**config.mk**
```make
export PLATFORM = sky130hd
export DESIGN_NAME = load_store_unit_flat
export DESIGN_NICKNAME = d
export VERILOG_FILES = /design/src/rtl/load_store_unit_if.sv /design/src/rtl/load_store_unit.sv /design/src/flat_wrapper.sv
export SDC_FILE = /design/constraint.sdc
export NUM_CORES = 1
export LEC_CHECK = 0
export BUFFER_PORTS_ARGS = -buffer_cell sky130_fd_sc_hd__buf_4
export CAP_MARGIN = 20
export CORE_ASPECT_RATIO = 1.75
export CORE_MARGIN = 10
export CORE_UTILIZATION = 45
export CTS_BUF_LIST = sky130_fd_sc_hd__clkbuf_8
export DETAILED_ROUTE_END_ITERATION = 7
export PLACE_DENSITY = 0.77
export SLEW_MARGIN = 20
export SYNTH_ARGS = -nofsm -noshare
export SYNTH_HDL_FRONTEND = slang
export SYNTH_SLANG_ARGS = --single-unit
```
**constraint.sdc**
```tcl
create_clock -name clk -period 2.92 [get_ports clk]
set_input_delay 0.73 -clock clk [delete_from_list [all_inputs] [get_ports clk]]
set_output_delay 0.73 -clock clk [all_outputs]
set_load 0.03 [all_outputs]
```
**src/rtl/load_store_unit_if.sv**
```systemverilog
// Data-bus port bundle between the load/store unit and memory.
// master: the LSU issuing requests; slave: the memory responder.
interface load_store_unit_if;
   logic        bus_req_valid;
   logic        bus_req_ready;
   logic        bus_req_we;
   logic [31:0] bus_req_addr;
   logic [31:0] bus_req_wdata;
   logic [3:0]  bus_req_wstrb;
   logic        bus_rsp_valid;
   logic [31:0] bus_rsp_rdata;
   logic        bus_rsp_err;

   modport master (
      output bus_req_valid,
      output bus_req_we,
      output bus_req_addr,
      output bus_req_wdata,
      output bus_req_wstrb,
      input  bus_req_ready,
      input  bus_rsp_valid,
      input  bus_rsp_rdata,
      input  bus_rsp_err
   );

   modport slave (
      input  bus_req_valid,
      input  bus_req_we,
      input  bus_req_addr,
      input  bus_req_wdata,
      input  bus_req_wstrb,
      output bus_req_ready,
      output bus_rsp_valid,
      output bus_rsp_rdata,
      output bus_rsp_err
   );
endinterface

```
**src/rtl/load_store_unit.sv**
```systemverilog
// Memory-stage load/store unit: one bus transaction per load/store.
// Option LSU_MISALIGN_TRAP_EN traps misaligned accesses instead of aligning.
module load_store_unit #(
   parameter int unsigned TIMEOUT_CYC = 255
) (
   input  logic        clk,
   input  logic        rst_n,
   input  logic        rd_en,
   input  logic        wr_en,
   input  logic [2:0]  mem_mode,
   input  logic [31:0] addr,
   input  logic [31:0] wdata,
   output logic        stall_o,
   output logic [31:0] rdata_o,
   output logic        rdata_valid_o,
   output logic        err_o,
   output logic        misalign_o,
   load_store_unit_if.master bus
);

   typedef enum logic [1:0] {
      IDLE,
      REQ,
      RSP,
      DONE
   } state_e;

   localparam logic [8:0] TO_LIM = 9'(TIMEOUT_CYC);

   state_e      state_q, state_d;
   logic [7:0]  cnt_q, cnt_d;
   logic [31:0] addr_q, addr_d;
   logic [1:0]  off_q, off_d;
   logic [2:0]  mode_q, mode_d;
   logic        we_q, we_d;
   logic [31:0] wdat_q, wdat_d;
   logic [3:0]  strb_q, strb_d;
   logic [31:0] rdata_q, rdata_d;
   logic        err_q, err_d;
   logic        vld_q, vld_d;
`ifdef LSU_MISALIGN_TRAP_EN
   logic        mis_q, mis_d;
   logic        misal;
`endif

   logic        legal;
   logic        is_b, is_h, is_w;
   logic [1:0]  off_a;
   logic [3:0]  strb_n;
   logic [31:0] wdat_n;
   logic [31:0] sh;
   logic [31:0] ld_fmt;
   logic [8:0]  cnt_inc;
   logic        tmo;

   // A store wins when both enables are high, so legality follows wr_en
   always_comb begin
      legal = 1'b0;
      if (wr_en) begin
         legal = (mem_mode <= 3'b010);
      end else if (rd_en) begin
         legal = (mem_mode <= 3'b100);
      end
      is_b = (mem_mode == 3'b000) || (mem_mode == 3'b011);
      is_h = (mem_mode == 3'b001) || (mem_mode == 3'b100);
      is_w = (mem_mode == 3'b010);
      off_a = addr[1:0];
      if (is_h) off_a[0] = 1'b0;
      if (is_w) off_a = 2'b00;
   end

`ifdef LSU_MISALIGN_TRAP_EN
   assign misal = (is_h && addr[0]) || (is_w && (addr[1:0] != 2'b00));
`endif

   always_comb begin
      strb_n = 4'b1111;
      wdat_n = wdata;
      unique case (1'b1)
         is_b: begin
            strb_n = 4'b0001 << off_a;
            wdat_n = {4{wdata[7:0]}};
         end
         is_h: begin
            strb_n = 4'b0011 << {off_a[1], 1'b0};
            wdat_n = {2{wdata[15:0]}};
         end
         default: begin
            strb_n = 4'b1111;
            wdat_n = wdata;
         end
      endcase
   end

   always_comb begin
      sh = bus.bus_rsp_rdata >> {off_q, 3'b000};
      unique case (mode_q)
         3'b000:  ld_fmt = {{24{sh[7]}}, sh[7:0]};
         3'b001:  ld_fmt = {{16{sh[15]}}, sh[15:0]};
         3'b011:  ld_fmt = {24'h0, sh[7:0]};
         3'b100:  ld_fmt = {16'h0, sh[15:0]};
         default: ld_fmt = bus.bus_rsp_rdata;
      endcase
   end

   assign cnt_inc = {1'b0, cnt_q} + 9'd1;
   assign tmo     = (cnt_inc >= TO_LIM);

   always_comb begin
      state_d = state_q;
      cnt_d   = cnt_q;
      addr_d  = addr_q;
      off_d   = off_q;
      mode_d  = mode_q;
      we_d    = we_q;
      wdat_d  = wdat_q;
      strb_d  = strb_q;
      rdata_d = rdata_q;
      err_d   = err_q;
      vld_d   = vld_q;
`ifdef LSU_MISALIGN_TRAP_EN
      mis_d   = mis_q;
`endif
      stall_o = 1'b0;
      unique case (state_q)
         IDLE: begin
            cnt_d = 8'd0;
            if (legal) begin
               stall_o = 1'b1;
               addr_d  = {addr[31:2], 2'b00};
               off_d   = off_a;
               mode_d  = mem_mode;
               we_d    = wr_en;
               wdat_d  = wdat_n;
               strb_d  = wr_en ? strb_n : 4'b0000;
               err_d   = 1'b0;
               vld_d   = 1'b0;
               state_d = REQ;
`ifdef LSU_MISALIGN_TRAP_EN
               mis_d = misal;
               if (misal) state_d = DONE;
`endif
            end
         end
         REQ: begin
            stall_o = 1'b1;
            cnt_d   = cnt_inc[7:0];
            if (bus.bus_req_ready) begin
               state_d = RSP;
            end else if (tmo) begin
               err_d   = 1'b1;
               rdata_d = 32'h0;
               state_d = DONE;
            end
         end
         RSP: begin
            stall_o = 1'b1;
            cnt_d   = cnt_inc[7:0];
            if (bus.bus_rsp_valid) begin
               err_d   = bus.bus_rsp_err;
               vld_d   = !we_q;
               if (!we_q) rdata_d = bus.bus_rsp_err ? 32'h0 : ld_fmt;
               state_d = DONE;
            end else if (tmo) begin
               err_d   = 1'b1;
               rdata_d = 32'h0;
               state_d = DONE;
            end
         end
         DONE: begin
            cnt_d   = 8'd0;
            state_d = IDLE;
         end
         default: state_d = IDLE;
      endcase
   end

   always_ff @(posedge clk or negedge rst_n) begin
      if (!rst_n) begin
         state_q <= IDLE;
         cnt_q   <= 8'd0;
         addr_q  <= 32'h0;
         off_q   <= 2'b00;
         mode_q  <= 3'b000;
         we_q    <= 1'b0;
         wdat_q  <= 32'h0;
         strb_q  <= 4'b0000;
         rdata_q <= 32'h0;
         err_q   <= 1'b0;
         vld_q   <= 1'b0;
`ifdef LSU_MISALIGN_TRAP_EN
         mis_q   <= 1'b0;
`endif
      end else begin
         state_q <= state_d;
         cnt_q   <= cnt_d;
         addr_q  <= addr_d;
         off_q   <= off_d;
         mode_q  <= mode_d;
         we_q    <= we_d;
         wdat_q  <= wdat_d;
         strb_q  <= strb_d;
         rdata_q <= rdata_d;
         err_q   <= err_d;
         vld_q   <= vld_d;
`ifdef LSU_MISALIGN_TRAP_EN
         mis_q   <= mis_d;
`endif
      end
   end

   assign rdata_o       = rdata_q;
   assign rdata_valid_o = (state_q == DONE) && vld_q;
   assign err_o         = (state_q == DONE) && err_q;
`ifdef LSU_MISALIGN_TRAP_EN
   assign misalign_o    = (state_q == DONE) && mis_q;
`else
   assign misalign_o    = 1'b0;
`endif

   assign bus.bus_req_valid = (state_q == REQ);
   assign bus.bus_req_we    = we_q;
   assign bus.bus_req_addr  = addr_q;
   assign bus.bus_req_wdata = wdat_q;
   assign bus.bus_req_wstrb = strb_q;

endmodule

```
**src/flat_wrapper.sv**
```systemverilog
// flat-port wrapper written by rule: the top's interface ports become plain ports
module load_store_unit_flat 
#(
   parameter int unsigned TIMEOUT_CYC = 255
)
  (clk, rst_n, rd_en, wr_en, mem_mode, addr, wdata, stall_o, rdata_o, rdata_valid_o, err_o, misalign_o, bus_bus_req_valid, bus_bus_req_we, bus_bus_req_addr, bus_bus_req_wdata, bus_bus_req_wstrb, bus_bus_req_ready, bus_bus_rsp_valid, bus_bus_rsp_rdata, bus_bus_rsp_err);
  load_store_unit_if bus_i ();
  input  logic clk;
  input  logic rst_n;
  input  logic rd_en;
  input  logic wr_en;
  input  logic [2:0] mem_mode;
  input  logic [31:0] addr;
  input  logic [31:0] wdata;
  output logic stall_o;
  output logic [31:0] rdata_o;
  output logic rdata_valid_o;
  output logic err_o;
  output logic misalign_o;
  output wire logic [$bits(bus_i.bus_req_valid)-1:0] bus_bus_req_valid;
  output wire logic [$bits(bus_i.bus_req_we)-1:0] bus_bus_req_we;
  output wire logic [$bits(bus_i.bus_req_addr)-1:0] bus_bus_req_addr;
  output wire logic [$bits(bus_i.bus_req_wdata)-1:0] bus_bus_req_wdata;
  output wire logic [$bits(bus_i.bus_req_wstrb)-1:0] bus_bus_req_wstrb;
  input wire logic [$bits(bus_i.bus_req_ready)-1:0] bus_bus_req_ready;
  input wire logic [$bits(bus_i.bus_rsp_valid)-1:0] bus_bus_rsp_valid;
  input wire logic [$bits(bus_i.bus_rsp_rdata)-1:0] bus_bus_rsp_rdata;
  input wire logic [$bits(bus_i.bus_rsp_err)-1:0] bus_bus_rsp_err;
  assign bus_bus_req_valid = bus_i.bus_req_valid;
  assign bus_bus_req_we = bus_i.bus_req_we;
  assign bus_bus_req_addr = bus_i.bus_req_addr;
  assign bus_bus_req_wdata = bus_i.bus_req_wdata;
  assign bus_bus_req_wstrb = bus_i.bus_req_wstrb;
  assign bus_i.bus_req_ready = bus_bus_req_ready;
  assign bus_i.bus_rsp_valid = bus_bus_rsp_valid;
  assign bus_i.bus_rsp_rdata = bus_bus_rsp_rdata;
  assign bus_i.bus_rsp_err = bus_bus_rsp_err;
  load_store_unit #(.TIMEOUT_CYC(TIMEOUT_CYC)) u_core (.clk(clk), .rst_n(rst_n), .rd_en(rd_en), .wr_en(wr_en), .mem_mode(mem_mode), .addr(addr), .wdata(wdata), .stall_o(stall_o), .rdata_o(rdata_o), .rdata_valid_o(rdata_valid_o), .err_o(err_o), .misalign_o(misalign_o), .bus(bus_i));
endmodule
```
# Yosys cells after proc, flatten, opt, wreduce, memory -nomap -nowiden
# Cells that the tools add are included.
# Widths: inputs -> output; s select.
totals:
  ff_bits: 116
  wordCells: 78
  out_inout_bits: 106
  inputBits: 106
classes:
  eq_ne: 14
  n_addsub: 1
  shift: 3
  magnitude_cmp: 3
  n_reduce_logical: 17
  muxes: 29
ops:
  columns: ["operator", "count"]
  rows:
  - ["$mux 32", 5]
  - ["$pmux 32 s2", 2]
  - ["$pmux 32 s4", 1]
  - ["$shr 32x5->16", 1]
  - ["$pmux 8 s2", 1]
  - ["$mux 2", 5]
  - ["$add 8x1->9 const B", 1]
  - ["$eq 3x2->1 const B", 3]
  - ["$ge 9x8->1 const B", 1]
  - ["$mux 1", 9]
  - ["$reduce_and 3->1", 3]
  - ["$pmux 2 s4", 1]
  - ["$pmux 4 s2", 1]
  - ["$eq 3x1->1 const B", 2]
  - ["$eq 3x3->1 const B", 2]
  - ["$logic_not 3->1", 2]
  - ["$eq 2x2->1 const B", 2]
  - ["$mux 4", 1]
  - ["$ne 2x2->1 const B", 2]
  - ["$pmux 1 s2", 2]
  - ["$reduce_bool 2->1", 2]
  - ["$reduce_or 2->1", 2]
  - ["$shl 1x2->4 const A", 1]
  - ["$shl 2x2->4 const A", 1]
  - ["12 further kinds", 14]

# Longest topological paths before layout
logic_depth:
  depth_word: 7
  depth_mapped: 8
  ltp_nobuf: 7

# Least setup slack after synthesis
# OpenSTA, ideal clock, no wires.
synth_path:
  path_type: "in2out"
  from: "input mem_mode[0]"
  to: "output stall_o"
  slack_ns: -0.179
  arrival_time_ns: 2.369
  path_buffers: 3
  required_ns: 2.190
  path_stages: 7
  cell_sequence: "buf_2 -> or3b_1 -> a21oi_2 -> o21ai_2 -> buf_6 -> clkbuf_1 -> a21oi_1"
synth_between:
  elab_chain_cells: 5
  elab_cells_between_ends: 6
  classes_between: "order compare: 2; mux: 4"
synth_rtl:
  columns: ["item", "line", "text"]
  rows:
  - ["start, declared", "flat_wrapper.sv:12", "input logic [2:0] mem_mode;"]
  - ["$le 3x3->1", "load_store_unit.sv:62", "legal = (mem_mode <= 3'b100);"]
  - ["$mux 1", "load_store_unit.sv:61", "end else if (rd_en) begin"]
  - ["$mux 1 *", "load_store_unit.sv:59", "if (wr_en) begin"]
  - ["$mux 1 *", "load_store_unit.sv:128", "if (legal) begin"]
  - ["$pmux 1 s2 *", "load_store_unit.sv:125", "unique case (state_q)"]
  - ["end, declared", "flat_wrapper.sv:15", "output logic stall_o;"]
# Every way passes the cells marked *; elsewhere a longest branch is shown, timed or not.

# Worst setup path after layout
layout_path:
  from: "register u_core.state_q[1]"
  to: "output stall_o"
layout_between:
  elab_chain_cells: 3
  elab_cells_between_ends: 5
  classes_between: "eq/ne: 2; mux: 1; reduce/logical: 2"
layout_rtl:
  columns: ["item", "line", "text"]
  rows:
  - ["start, declared", "load_store_unit.sv:30", "state_e state_q, state_d;"]
  - ["start signal, assigned", "load_store_unit.sv:195", "state_q <= state_d;"]
  - ["$eq 2x1->1 or $eq 2x2->1 (tied branches)", "load_store_unit.sv:125", null]
  - ["$reduce_or 2->1 (no source line)", null, null]
  - ["$pmux 1 s2 *", "load_store_unit.sv:125", null]
# Marks and branches as above.

==> results by group <==
Final layout
  • Antenna Cells: 0
  • Reg area: 2900 sq um
  • Layout cell share with drive strength beyond 1: about two fifths
  • # nets final: 896
  • Most frequent cells in the layout: buf_4 (219), dfrtp_1 (116), nand2_1 (64), o21ai_0 (49), nor2_1 (39)
  • Final Non-Filler Cells: 966
  • Synth-to-Final Area Change: 36.2%
  • Most common cell after layout, fill and taps aside: buf_4
  • Area of the multi-input gates: 2850 sq um
  • # fillers: approximately 1.0k
  • Fin util: between 60 and 70%

Floorplan
  • DIE HEIGHT: 173 microns
  • Die X: 107 microns
  • Core area: between 10,000 and 15,000 sq um
  • Starting Density: 46.1%
  • IO Pins: 212
  • Rows: 55
  • Die ar.: 18,500 sq um

STA
  • Tmin final: roughly 2800 ps
  • Setup TNS: 0 ps
  • Actual slew at the worst max-slew pin: 701 ps
  • Fin. max-slew vios: 0
  • Unrepaired setup endpoints after global routing: no
  • Setup Skew: 12.4 ps
  • FMAX: 360 MHz
  • Relative slew margins: 53.1%
  • Post-route setup slack: 142 ps
  • Hold Violations, Final: 0
  • Period utilization: 95.2%
  • Final setup violation count: 0

Power
  • Pwr/cell area: 1150 nW/um^2
  • Final Power: 9.37 mW
  • Maximum VDD drop: ~0.75 mV
  • Leakage: slightly below 4 nW

Worst setup path
  • Worst path cell trace: inv_1 > ha_1 > clkinv_1 > a21oi_4 > buf_4
  • Slowest cell on crit path: dfrtp_1
  • Max incr delay on CP: between 400 and 500 ps
  • Crit Path Class: flop to output pin
  • Critical path's top delay family: buffers and inverters
  • WP data required: 2190 ps
  • Worst-path fanout max: 9
  • Crit path capture type: output pin
  • Worst Setup Start Kind: flop
  • CP Buf/Inv Count: 3
  • Crit path arrival time: 2050 ps

Synth
  • Unique masters post-synth: 49
  • Post-synth EDFFs: 0
  • Top_reg_cell synth: dfrtp_1
  • Top cells by area, synth: dfrtp_1 (48%), mux2_2 (6.8%), mux2i_1 (6.0%)
  • Sequential share of the synthesized area: 48.4%
  • Syn Area/Cell: 10.2 sq um
  • #FFs+latches synth: 116
  • Ys async rst share: 100%
  • Mapped Area: 5990 sq um
  • Post-synth top area cell: dfrtp_1
  • Yosys warnings: 0
  • Mapped Cells: 587
  • Area fraction of the dominant cell type after synthesis: 48.4%

GRT
  • First-pass GRT wire length: 30,200 microns
  • Met2 GRT Util: 34.5%
  • Initial antenna violation count: 0
  • Global routing usage on met1: 20.0%
  • Most Used Layer, Global Route: met2
  • Gr ovfl total: 0
  • Largest net degree at the start of global routing: 105
  • GR Layer Usage met3: under 10%
  • Vias in the first global route: 5,793
  • GRT Util Overall: 20.3%

Clock tree
  • Clk_lat worst skew: 430 ps
  • Post-CTS Resized: 0
  • Hold_buf cts: 0
  • CTS tree: done
  • Clock sinks: between 100 and 150
  • Setup bufs post-CTS: 0
  • CTS buffer count: 17
  • Maximum clock path buffer count: 2
  • H-tree Lvls: 4
  • Root buffer cell: clkbuf_8
  • Clk slew on worst S/H paths: 80 ps

Route
  • Vias after detailed routing: around 5.4k
  • Final WL: ~19,000 microns
  • # DRC: 0
  • Detailed-route wire length per cell: roughly 20 microns
  • DRT Pass-1 Iters: 5
  • Antenna viol nets, final: 0
  • DRT iter0 DRCs: 165
  • Vias/cell: between 5 and 6

Placed design
  • Cells after DPL: just over 900
  • Post-place setup slack: 283 ps
  • GPL Wtd Cong: 0.894
  • Port bufs: approximately 210
  • Dpl hpwl: approximately 15,000 microns

Flow run
  • Maxcap violations: 0

Status
  • Status: completed

Min path
  • Hold Crit Class: primary input to async pin
## final timing paths
kind / start / endpoint / slack, ps / cells past startpoint
min in group clk: u_core.bus.bus_req_wdata[20] / u_core.bus.bus_req_wdata[20] / 480 / 2
setup reg to reg: u_core.state_q[1] / u_core.rdata_o[17] / 770 / 7
hold / removal: rst_n / u_core.bus.bus_req_addr[13] / 310 / 1
setup / recovery: u_core.state_q[1] / stall_o / 140 / 5
hold reg to reg: u_core.bus.bus_req_wdata[20] / u_core.bus.bus_req_wdata[20] / 480 / 2
max in group asynchronous: rst_n / u_core.rdata_o[15] / 1820 / 2
## logic make-up after synthesis
kind of cell	count (synthesis)	synth area share, %
AND/OR/NAND/NOR	140	10.4
XOR/XNOR	6	0.877
adder cells (fa/ha/maj)	8	1.67
flip-flops	116	48.4
buffers and inverters	63	4.68
other	1	0.0626
multiplexers	77	14.0
AO/OA/AOI/OAI	176	19.8
## synthesized netlist by cell type (4+ instances only)
cell	n
xor2_1	5
a31oi_1	10
buf_2	13
clkbuf_1	27
nor2_1	39
a21oi_1	19
and2_1	4
o21ai_0	49
mux2i_1	36
o2bb2ai_1	32
o221ai_1	9
mux2_2	36
mux2_4	5
a22oi_1	8
nand2b_1	8
inv_1	14
nand3_1	10
nand2_1	64
o22ai_1	16
a2bb2oi_1	8
dfrtp_1	116
o211ai_1	10
ha_1	8
## stage by stage
step	hold slack [ps]	instance area [sq um]
final	308	8160
after global routing	326	8160
after CTS	316	8160
after detailed placement	471	7710
after global placement	466	7710
after floorplan	434	6010
## registers in the layout, indices dropped and copies added, names as in the netlist, 2 cells and up
| name | cells |
|---|---|
| u_core.state_q | 2 |
| u_core.off_q | 2 |
| u_core.bus.bus_req_wstrb | 4 |
| u_core.bus.bus_req_addr | 30 |
| u_core.cnt_q | 8 |
| u_core.rdata_o | 32 |
| u_core.bus.bus_req_wdata | 32 |
| u_core.mode_q | 3 |
## report_power, final
group	internal, mW	total [mW]	switching, mW
Clock	0.964	1.67	0.710
Sequential	2.32	2.82	0.505
Combinational	1.91	4.87	2.97
## worst reg2reg max path, cell delays in order, from the launching register on
cell and delay [ps]:
dfrtp_1 460, inv_1 120, ha_1 280, nand2_1 110
nand2_1 110, nor4_4 350, o211ai_2 390, o2bb2ai_1 250
## cell type report
cell class	count	area share [%]
Tap cell	171	2.62
Timing Repair Buffer	221	20.6
Multi-Input combinational cell	410	34.9
Sequential cell	116	35.6
Inverter	16	0.736
Clock inverter	14	2.47
Clock buffer	18	3.03
## per-layer routing
metal	vias to the layer above	wire length [microns]
met3	44	1990
li1	2513	-
met1	2571	6510
met4	0	729
met2	252	9680
met5	-	0
Note: power is estimated with default switching activity, not from simulation.
